File: src/rtl/alu_issue_ctrl.sv
// alu_issue_ctrl: requester-side controller for a combinational add/sub/or/and ALU.
// Accepts one R-type request at a time, drives the ALU from registers for
// EXEC_CYCLES edges, captures the result with zero/overflow/illegal flags and
// holds it until the consumer takes it.
module alu_issue_ctrl #(
  parameter int WIDTH       = 32,
  parameter int EXEC_CYCLES = 1
) (
  input  logic             clk,
  input  logic             rst,
  input  logic             req_valid,
  output logic             req_ready,
  input  logic [5:0]       funct,
  input  logic [WIDTH-1:0] opa,
  input  logic [WIDTH-1:0] opb,
  output logic [WIDTH-1:0] alu_a,
  output logic [WIDTH-1:0] alu_b,
  output logic [1:0]       alu_op,
  input  logic [WIDTH-1:0] alu_y,
  output logic             rsp_valid,
  input  logic             rsp_ready,
  output logic [WIDTH-1:0] result,
  output logic             zero,
  output logic             overflow,
  output logic             illegal
);

  typedef enum logic [1:0] {S_IDLE, S_EXEC, S_DONE} state_t;

  // Counter reload: capture happens on the edge where cnt reaches 0, so
  // loading EXEC_CYCLES-1 gives exactly EXEC_CYCLES edges from accept.
  localparam logic [3:0] CNT_LOAD = 4'(EXEC_CYCLES - 1);

  localparam logic [1:0] OP_ADD = 2'b00;
  localparam logic [1:0] OP_SUB = 2'b01;
  localparam logic [1:0] OP_OR  = 2'b10;
  localparam logic [1:0] OP_AND = 2'b11;

  state_t           state_q;
  logic [WIDTH-1:0] alu_a_q, alu_b_q, result_q;
  logic [1:0]       alu_op_q;
  logic [3:0]       cnt_q;
  logic             req_ready_q, rsp_valid_q, ovf_q, illegal_q;

  logic [1:0]       dec_op_d;
  logic             dec_legal_d;
  logic             ovf_d;

  // Decode funct; all six bits are compared, anything else is illegal.
  always_comb begin
    dec_op_d    = OP_ADD;
    dec_legal_d = 1'b1;
    case (funct)
      6'h20:   dec_op_d = OP_ADD;
      6'h22:   dec_op_d = OP_SUB;
      6'h25:   dec_op_d = OP_OR;
      6'h24:   dec_op_d = OP_AND;
      default: dec_legal_d = 1'b0;
    endcase
  end

  // Signed overflow from operand/result sign bits; logical ops never overflow.
  always_comb begin
    ovf_d = 1'b0;
    case (alu_op_q)
      OP_ADD: ovf_d = (alu_a_q[WIDTH-1] == alu_b_q[WIDTH-1]) &&
                      (alu_y[WIDTH-1]   != alu_a_q[WIDTH-1]);
      OP_SUB: ovf_d = (alu_a_q[WIDTH-1] != alu_b_q[WIDTH-1]) &&
                      (alu_y[WIDTH-1]   != alu_a_q[WIDTH-1]);
      default: ovf_d = 1'b0;
    endcase
  end

  // Issue FSM: IDLE accepts, EXEC holds ALU inputs and counts, DONE presents result.
  always_ff @(posedge clk or posedge rst) begin
    if (rst) begin
      state_q     <= S_IDLE;
      alu_a_q     <= '0;
      alu_b_q     <= '0;
      alu_op_q    <= OP_ADD;
      cnt_q       <= '0;
      result_q    <= '0;
      req_ready_q <= 1'b1;
      rsp_valid_q <= 1'b0;
      ovf_q       <= 1'b0;
      illegal_q   <= 1'b0;
    end else begin
      case (state_q)
        S_IDLE: begin
          if (req_valid) begin
            req_ready_q <= 1'b0;
            if (dec_legal_d) begin
              alu_a_q  <= opa;
              alu_b_q  <= opb;
              alu_op_q <= dec_op_d;
              cnt_q    <= CNT_LOAD;
              state_q  <= S_EXEC;
            end else begin
              // Illegal ops skip the ALU entirely; previous ALU inputs stay put.
              result_q    <= '0;
              illegal_q   <= 1'b1;
              ovf_q       <= 1'b0;
              rsp_valid_q <= 1'b1;
              state_q     <= S_DONE;
            end
          end
        end
        S_EXEC: begin
          if (cnt_q == 4'd0) begin
            result_q    <= alu_y;
            ovf_q       <= ovf_d;
            illegal_q   <= 1'b0;
            rsp_valid_q <= 1'b1;
            state_q     <= S_DONE;
          end else begin
            cnt_q <= cnt_q - 4'd1;
          end
        end
        S_DONE: begin
          if (rsp_ready) begin
            rsp_valid_q <= 1'b0;
            req_ready_q <= 1'b1;
            state_q     <= S_IDLE;
          end
        end
        default: begin
          state_q     <= S_IDLE;
          req_ready_q <= 1'b1;
          rsp_valid_q <= 1'b0;
        end
      endcase
    end
  end

  assign req_ready = req_ready_q;
  assign alu_a     = alu_a_q;
  assign alu_b     = alu_b_q;
  assign alu_op    = alu_op_q;
  assign rsp_valid = rsp_valid_q;
  assign result    = result_q;
  assign zero      = (result_q == '0);
  assign overflow  = ovf_q;
  assign illegal   = illegal_q;

endmodule

File: config.mk
export PLATFORM = sky130hd
export DESIGN_NAME = alu_issue_ctrl
export DESIGN_NICKNAME = d
export VERILOG_FILES = /design/src/rtl/alu_issue_ctrl.sv
export SDC_FILE = /design/constraint.sdc
export NUM_CORES = 1
export LEC_CHECK = 0
export CAP_MARGIN = 5
export CORE_ASPECT_RATIO = 0.8
export CORE_UTILIZATION = 44
export DETAILED_ROUTE_END_ITERATION = 16
export PLACE_DENSITY = 0.82
export RECOVER_POWER = 25
export SYNTH_ARGS = -nofsm -noshare
export SYNTH_HDL_FRONTEND = slang
export SYNTH_SLANG_ARGS = --single-unit
File: constraint.sdc
create_clock -name clk -period 7.8 [get_ports clk]
set_input_delay 1.95 -clock clk [delete_from_list [all_inputs] [get_ports clk]]
set_output_delay 1.95 -clock clk [all_outputs]
set_load 0.1 [all_outputs]
Word-level counts from Yosys, hierarchy flattened
Index checks and enable logic that the tools add are counted.

storage, ports and cells
  output and inout bits = 103
  input port bits = 106
  register bits after elaboration = 108
  word-level logic and storage cells = 72

cells by class
  bitwise logic cells = 1
  multiplexer cells = 30
  add/subtract/negate cells = 1
  eq/ne operators = 16
  reductions and logical operators = 14

operators by type and width
  kind                 number
  $mux 32              3
  $pmux 32 s2          1
  $logic_not 32->1     1
  $eq 6x6->1 const B   4
  $mux 4               3
  $ne 2x2->1 const B   6
  $pmux 2 s3           2
  $reduce_and 4->1     3
  $mux 1               11
  $reduce_and 3->1     3
  $mux 2               4
  $pmux 4 s2           1
  $pmux 1 s2           3
  $pmux 1 s3           2
  $eq 2x1->1 const B   2
  $logic_not 2->1      2
  $logic_not 4->1      1
  $reduce_or 4->1      1
  $sub 4x1->4 const B  1
  $eq 2x2->1 const B   1
  $logic_and 1x1->1    2
  $ne 1x1->1           2
  $reduce_bool 2->1    1
  $eq 1x1->1           1
  $not 1->1            1

Depth between registers and ports, before layout
Gate-level depths: netlist of run 1.

  depth after elaboration = 6
  gate-level depth with buffers = 7
  depth with buffers taken out = 6

Worst setup path after synthesis of run 1
No wires, ideal clock.

  kind = flip-flop to output port
  start point = register result_q[27] (netlist: result[27])
  end point = output port zero
  path buffers = 0
  data arrival time = 2506 ps
  cell stages (with the launch flop) = 4
  data required time = 5850 ps
  slack = 3344 ps
  cells stage by stage = dfrtp_1 > nor4_1 > nand4_1 > nor2_1

on the way
  longest elaborated chain between the ends = 1

RTL lines
  item                      line  source
  start: declaration        40    logic [WIDTH-1:0] alu_a_q, alu_b_q, result_q;
  start signal: assignment  110   result_q <= alu_y;
  $logic_not 32->1          141   assign zero = (result_q == '0);
  end: declaration          23    output logic zero,

Every way passes these cells.

Worst setup path after layout of run 1
  start point = input port req_valid
  end point = register alu_b_q[24] (netlist: alu_b[24])

on the way
  longest elaborated chain between the ends = 1

RTL lines
  item                        line  source
  start: declaration          11    input logic req_valid,
  $reduce_and 3->1 (no line)  -
  end signal: assignment      94    alu_b_q <= opb;
  end: declaration            40

Every way passes these cells.
A chain may end at the register's enable or synchronous reset.

==> results of run 1 <==
layout by cell type (no fill, tap or decap), drive strengths merged, types with 2 or more instances in the layout:
master | Yosys | final
a211oi | 2 | 2
a21oi | 4 | 4
a22o | 33 | 33
buf | 13 | 2
bufinv | 0 | 4
clkbuf | 2 | 12
clkdlybuf4s50 | 0 | 205
clkinvlp | 0 | 2
dfrtp | 107 | 107
dlygate4sd3 | 0 | 3
ha | 2 | 2
inv | 4 | 4
mux2 | 66 | 66
mux2i | 2 | 2
nand2 | 5 | 5
nand2b | 3 | 3
nand4 | 3 | 3
nor2 | 9 | 9
nor2b | 4 | 4
nor3 | 3 | 3
nor3b | 3 | 3
nor4 | 8 | 8
o21ai | 3 | 3
o31ai | 2 | 2
xnor2 | 2 | 2
worst max path at each step:
stage / from / endpoint / slack [ns] / cells after the start
finish: req_valid / alu_b[24] / 2.99 / 5
floorplan: rst / alu_a[0] / 3.01 / 1
global route: req_valid / alu_b[24] / 2.76 / 5
global placement: result[24] / zero / 3.62 / 4
CTS: result[24] / zero / 3.18 / 4
detailed placement: result[24] / zero / 3.57 / 4
state kept, by name (all words and copies together) (netlist names):
signal / cells
alu_a: 32
alu_b: 32
result: 32
cnt_q: 4
alu_op: 2
state_q: 2
illegal: 1
overflow: 1
req_ready: 1
rsp_valid: 1
stage by stage:
step	utilization	std cells	instance area (sq um)	hold slack (ns)
after CTS	0.716	622	6880	0.497
after global placement	0.677	606	6510	0.472
after floorplan	-	289	4340	0.505
after global routing	0.714	622	6860	0.504
after detailed placement	0.677	606	6510	0.481
final	0.714	622	6860	0.492
where the power goes:
group | internal [mW] | switching (mW)
combinational | 0.402 | 1.16
clock | 0.349 | 0.208
sequential | 0.700 | 0.0881
total | 1.45 | 1.46
cell families (layout without fill, tap and decap cells):
group	after synthesis	count (layout)
compound gates	49	49
xor+xnor	2	2
fa+ha+maj	2	2
buf+inv	19	233
flops	108	108
mux	68	68
simple gates	41	41
final cells by class:
class | instances | area [sq um]
clock buffers | 9 | 225
clock inverters | 7 | 148
fillers | 681 | 2750
inverters | 4 | 16.3
multi-input cells | 162 | 1510
flip-flops and latches | 108 | 2700
well taps | 119 | 149
repair buffers | 213 | 2110
cells in the mapped netlist, drive strengths merged (4+ instances only):
cell	number	area (sq um)
nand2	5	18.8
a22o	33	289
dfrtp	107	2680
nor4	8	50.1
inv	4	15.0
mux2	66	818
a21oi	4	23.8
buf	13	92.6
nor2	9	36.3
nor2b	4	25.0
worst register-to-register path, cell delays in order, from the launching register on:
cell,delay [ns]
sky130_fd_sc_hd__dfrtp_1,0.58
sky130_fd_sc_hd__nor3b_2,0.12
sky130_fd_sc_hd__nand4_1,0.13
sky130_fd_sc_hd__clkbuf_1,1.70
sky130_fd_sc_hd__mux2_2,0.49
routing by layer:
| metal | GRT usage | routed length, microns | share of wire |
|---|---|---|---|
| met5 | 0 | 0 | 0 |
| met4 | 0.0746 | 180 | 0.016 |
| met3 | 0.0987 | 1120 | 0.10 |
| met2 | 0.359 | 5400 | 0.48 |
| met1 | 0.279 | 4440 | 0.40 |
==> reports/qor.tcl, run 1 <==
set qor(status) {complete, but fails checks}
set qor(violated_checks) {max-capacitance violations, max-slew violations}
set qor(syn_inst_count) 289
set qor(place_congestion) 0.779
set qor(grt_overflow_total) 0
set qor(cts.clk_slew.worst_paths_ns) 0.07
set qor(postSynthAreaPerCell_sq_um) 15.0
set qor(max_cap_viol_count) 4
set qor(row_count) 32
set qor(cts_post_setup_buffers_inserted) 0
set qor(yosysSeqAreaShare) 0.623
set qor(dieWidth_microns) 113
set qor(power.total_mw) 2.91
set qor(synth_nets) 397
set qor(clk-insertion-delay-late_ns) 0.35
set qor(worst_hold_path.num_cells) 1
set qor(clock-sinks) 108
set qor(rsz0062_at_grt) {false}
set qor(critPathRequiredTime_ns) 8.02
set qor(num_cts_buffers) 9
set qor(portBuffers) 208
set qor(crit_fanout) 34
set qor(timing.final.ws_setup_ns) 2.99
set qor(max-vdd-ir-drop_uv) 305
set qor(timing.critical_path.buf_inv) 2
set qor(cts_htree_levels) 3
set qor(cp.arrival_ns) 5.03
set qor(number_of_global_route_vias_before_repair) 3336
set qor(final_max_slew_viol_count) 146
set qor(ff_latch_count_synth) 108
set qor(floorplan.die.height_microns) 90.8
set qor(cts_hold_buf) 0
set qor(clock-skew-final_ns) 0.00667
set qor(worst_max_slew_pin_slew_ns) 2.39
set qor(antenna_cells_inserted) 0
set qor(initial_core_util) 0.451
set qor(final_net_count) 606
set qor(synth_edf_count) 0
set qor(timing.hold.worst_endpoint) {alu_a[24]}
set qor(finalHoldViolations) 0
set qor(synth_compound_area_frac) 0.0923
set qor(worstReg2RegEnd) {alu_b[24]}
set qor(worst-setup-path-type) {primary input to flop}
set qor(achievable_freq_ghz) 0.208
set qor(grt_antenna_before_repair) 0
set qor(synth_flop_cell) {sky130_fd_sc_hd__dfrtp_1}
set qor(critical_path_slowest_stage_cell) {sky130_fd_sc_hd__clkbuf_1}
set qor(rrSetupSlack_ns) 4.66
set qor(hold_class) {flop to flop}
set qor(grt_first_pass_wirelength_mm) 17.9
set qor(worstReg2RegStart) {state_q[1]}
set qor(cp_top_family) {buffers and inverters}
set qor(drive_above_1_share) 0.139
set qor(vias) 3239
set qor(fp.coreArea_sq_um) 9610
set qor(yosys_warnings) 0
set qor(detail_route.wirelength_mm) 11.1
set qor(area_share_of_xor_xnor_cells_in_the_synthesized_design) 0.00404
set qor(pwr_density_cell_nw_per_um2) 425
set qor(synthArstFlopShare) 1.00
set qor(finalSetupTns_ns) 0
set qor(post_cts_resized) 0
set qor(hp-start) {alu_a[24]}
set qor(worst-r2r-cell-count) 4
set qor(yosys.cell_types.count) 37
set qor(avgRoutedWirePerCell_microns) 17.9
set qor(grt_start_max_net_pins) 68
set qor(post_synth_fa_ha_maj_area_fraction) 0.00577
set qor(clockRootBuffer) {sky130_fd_sc_hd__clkbuf_16}
set qor(critPathMaxStageDelay_ns) 1.70
set qor(dr.pass1.iters) 4
set qor(boundaryPins) 209
set qor(tritoncts) {built}
set qor(synth_top_family_by_area) {multiplexers}
set qor(grt_usage) 0.227
set qor(dp.final_hpwl_mm) 8.07
set qor(leakage_dissipation_nw) 3.05
set qor(drt_iter0_drc) 210
set qor(ant_nets) 0
set qor(vias_per_cell) 5.21
set qor(pre_cts_slack_ns) 3.57
set qor(syn2layout_area_growth_pct) 58.1
set qor(post-route-min-period_ns) 4.81
set qor(timing.final.crit_share) 0.617
set qor(cp-start-kind) {primary input}
set qor(final-setup-viol-count) 0
set qor(clockBufferDepth) 2
set qor(drt_drc_violations_left) 0
set qor(syn-cell-area_sq_um) 4340
set qor(portion_of_netlist_area_occupied_by_mux_cells) 0.193
set qor(crit_chain) {dlygate4sd3_1 > nor3b_2 > nand4_1 > clkbuf_1 > mux2_2}
set qor(fp.dieArea_sq_um) 10300
set qor(yosys.area_share.simple) 0.0548
set qor(endpoint_kind) {flop}
set qor(max_slew_margin) -0.593
Power figures use the tool's default switching activity.
==> run 2: changes to the inputs <==
- CORE_UTILIZATION: 44 -> 41
- PLACE_DENSITY: 0.82 -> 0.77
- clock period: 7.8 -> 4.8 ns (I/O delays scaled with it)
==> run 2 against run 1 <==
Compared with the run above:
- the run still ends with max-capacitance violations, max-slew violations left
- die area is 7.2% higher
- non-clock buffer count stayed put
- critical path depth is 1 lower
- highest routed layer unchanged
==> reports/qor.tcl, run 2 (same netlist as run 1, synthesis figures left out) <==
set qor(cp-start-kind) {flop}
set qor(post_dp_cell_area_sq_um) 6550
set qor(critical_path_slowest_stage_cell) {sky130_fd_sc_hd__clkdlybuf4s50_1}
set qor(max_cap_viol_count) 1
set qor(pwr_density_cell_nw_per_um2) 667
set qor(final-setup-viol-count) 0
set qor(clockBufferDepth) 2
set qor(rsz0062_at_grt) {false}
set qor(dp.final_hpwl_mm) 7.90
set qor(vias_per_cell) 5.02
set qor(cp_top_family) {buffers and inverters}
set qor(hold_class) {flop to flop}
set qor(clock-skew-final_ns) 0.00494
set qor(initial_core_util) 0.422
set qor(mostFrequentLayoutCells) {sky130_fd_sc_hd__clkdlybuf4s50_1, sky130_fd_sc_hd__dfrtp_1, sky130_fd_sc_hd__a22o_1}
set qor(timing.critical_path.buf_inv) 1
set qor(numPlacedInstances) 627
set qor(post_cts_resized) 0
set qor(cts_htree_levels) 3
set qor(achievable_freq_ghz) 0.265
set qor(timing.final.crit_share) 0.786
set qor(dr.pass1.iters) 4
set qor(vias) 3230
set qor(floorplan.die.height_microns) 94
set qor(critPathMaxStageDelay_ns) 1.15
set qor(cts_post_setup_buffers_inserted) 0
set qor(final_net_count) 606
set qor(finalCoreUtilization) 0.665
set qor(grt_usage) 0.202
set qor(fp.coreArea_sq_um) 10300
set qor(ant_nets) 0
set qor(tritoncts) {built}
set qor(antenna_cells_inserted) 0
set qor(crit_fanout) 3
set qor(clock-sinks) 108
set qor(place_congestion) 0.782
set qor(endpoint_kind) {primary output}
set qor(hold_ws_ns) 0.490
set qor(row_count) 33
set qor(cts.clk_slew.worst_paths_ns) 0.07
set qor(max-vdd-ir-drop_uv) 404
set qor(portBuffers) 208
set qor(cp.arrival_ns) 2.57
set qor(worst_max_slew_pin_slew_ns) 2.57
set qor(finalSetupTns_ns) 0
set qor(num_cts_buffers) 9
set qor(crit_chain) {nor4_1 > nand4_1 > nor2_1 > clkdlybuf4s50_1}
set qor(syn2layout_area_growth_pct) 57.5
set qor(grt_overflow_total) 0
set qor(grt_first_pass_wirelength_mm) 16.7
set qor(dieWidth_microns) 117
set qor(clk-insertion-delay-late_ns) 0.33
set qor(fp.dieArea_sq_um) 11000
set qor(finalHoldViolations) 0
set qor(final_max_slew_viol_count) 70
set qor(violated_checks) {max-capacitance violations, max-slew violations}
set qor(drt_drc_violations_left) 0
set qor(boundaryPins) 209
set qor(drive_above_1_share) 0.143
set qor(number_of_global_route_vias_before_repair) 3270
set qor(cts_hold_buf) 0
set qor(drt_iter0_drc) 185
set qor(post-route-min-period_ns) 3.77
set qor(grt_antenna_before_repair) 0
set qor(critPathRequiredTime_ns) 3.60
set qor(avgRoutedWirePerCell_microns) 17.1
set qor(detail_route.wirelength_mm) 11.0
set qor(grt_start_max_net_pins) 70
set qor(leakage_dissipation_nw) 3.04
set qor(most_common_cell_after_layout_fill_and_taps_aside) {sky130_fd_sc_hd__clkdlybuf4s50_1}
set qor(max_slew_margin) -0.715
set qor(layoutNonFillerInstCount) 643
set qor(clockRootBuffer) {sky130_fd_sc_hd__clkbuf_16}
set qor(worst-setup-path-type) {flop to primary output}
set qor(status) {complete, but fails checks}
set qor(layout.cell_area.non_filler_sq_um) 6830
[run 2: per-stage QoR]
step	setup WS (ns)	power, mW
6_report	1.03	4.56
5_1_grt	0.491	4.72
4_1_cts	1.02	4.59
3_5_place_dp	1.17	3.85
3_3_place_gp	1.27	3.82
2_1_floorplan	0.756	3.21
[run 2: final timing paths]
kind                       slack (ns)  cells past startpoint        end  startpoint
min in group asynchronous        2.22                      2   alu_b[1]         rst
min reg2reg                      0.49                      1  alu_a[17]   alu_a[17]
max                              1.03                      4       zero  result[24]
min                              0.49                      1  alu_a[17]   alu_a[17]
max in group asynchronous        1.10                      3  req_ready         rst
max reg2reg                      2.33                      4   alu_b[8]  state_q[1]
[run 2: power by group]
| part | internal, mW | switching, mW |
|---|---|---|
| logic | 0.655 | 1.89 |
| registers | 1.14 | 0.147 |
| clock network | 0.405 | 0.324 |
[run 2: layout make-up]
class	instances	area, sq um
Inverter	4	15.0
Clock buffer	10	229
Clock inverter	6	63.8
Timing Repair Buffer	213	2130
Fill cell	728	3450
Multi-Input combinational cell	162	1510
Sequential cell	108	2700
Tap cell	140	175
[run 2: metal layers]
layer  global-route usage  share of wire
met1                0.257           0.43
met2                0.318           0.46
met3               0.0774          0.098
met4               0.0633          0.012
met5                    0              0
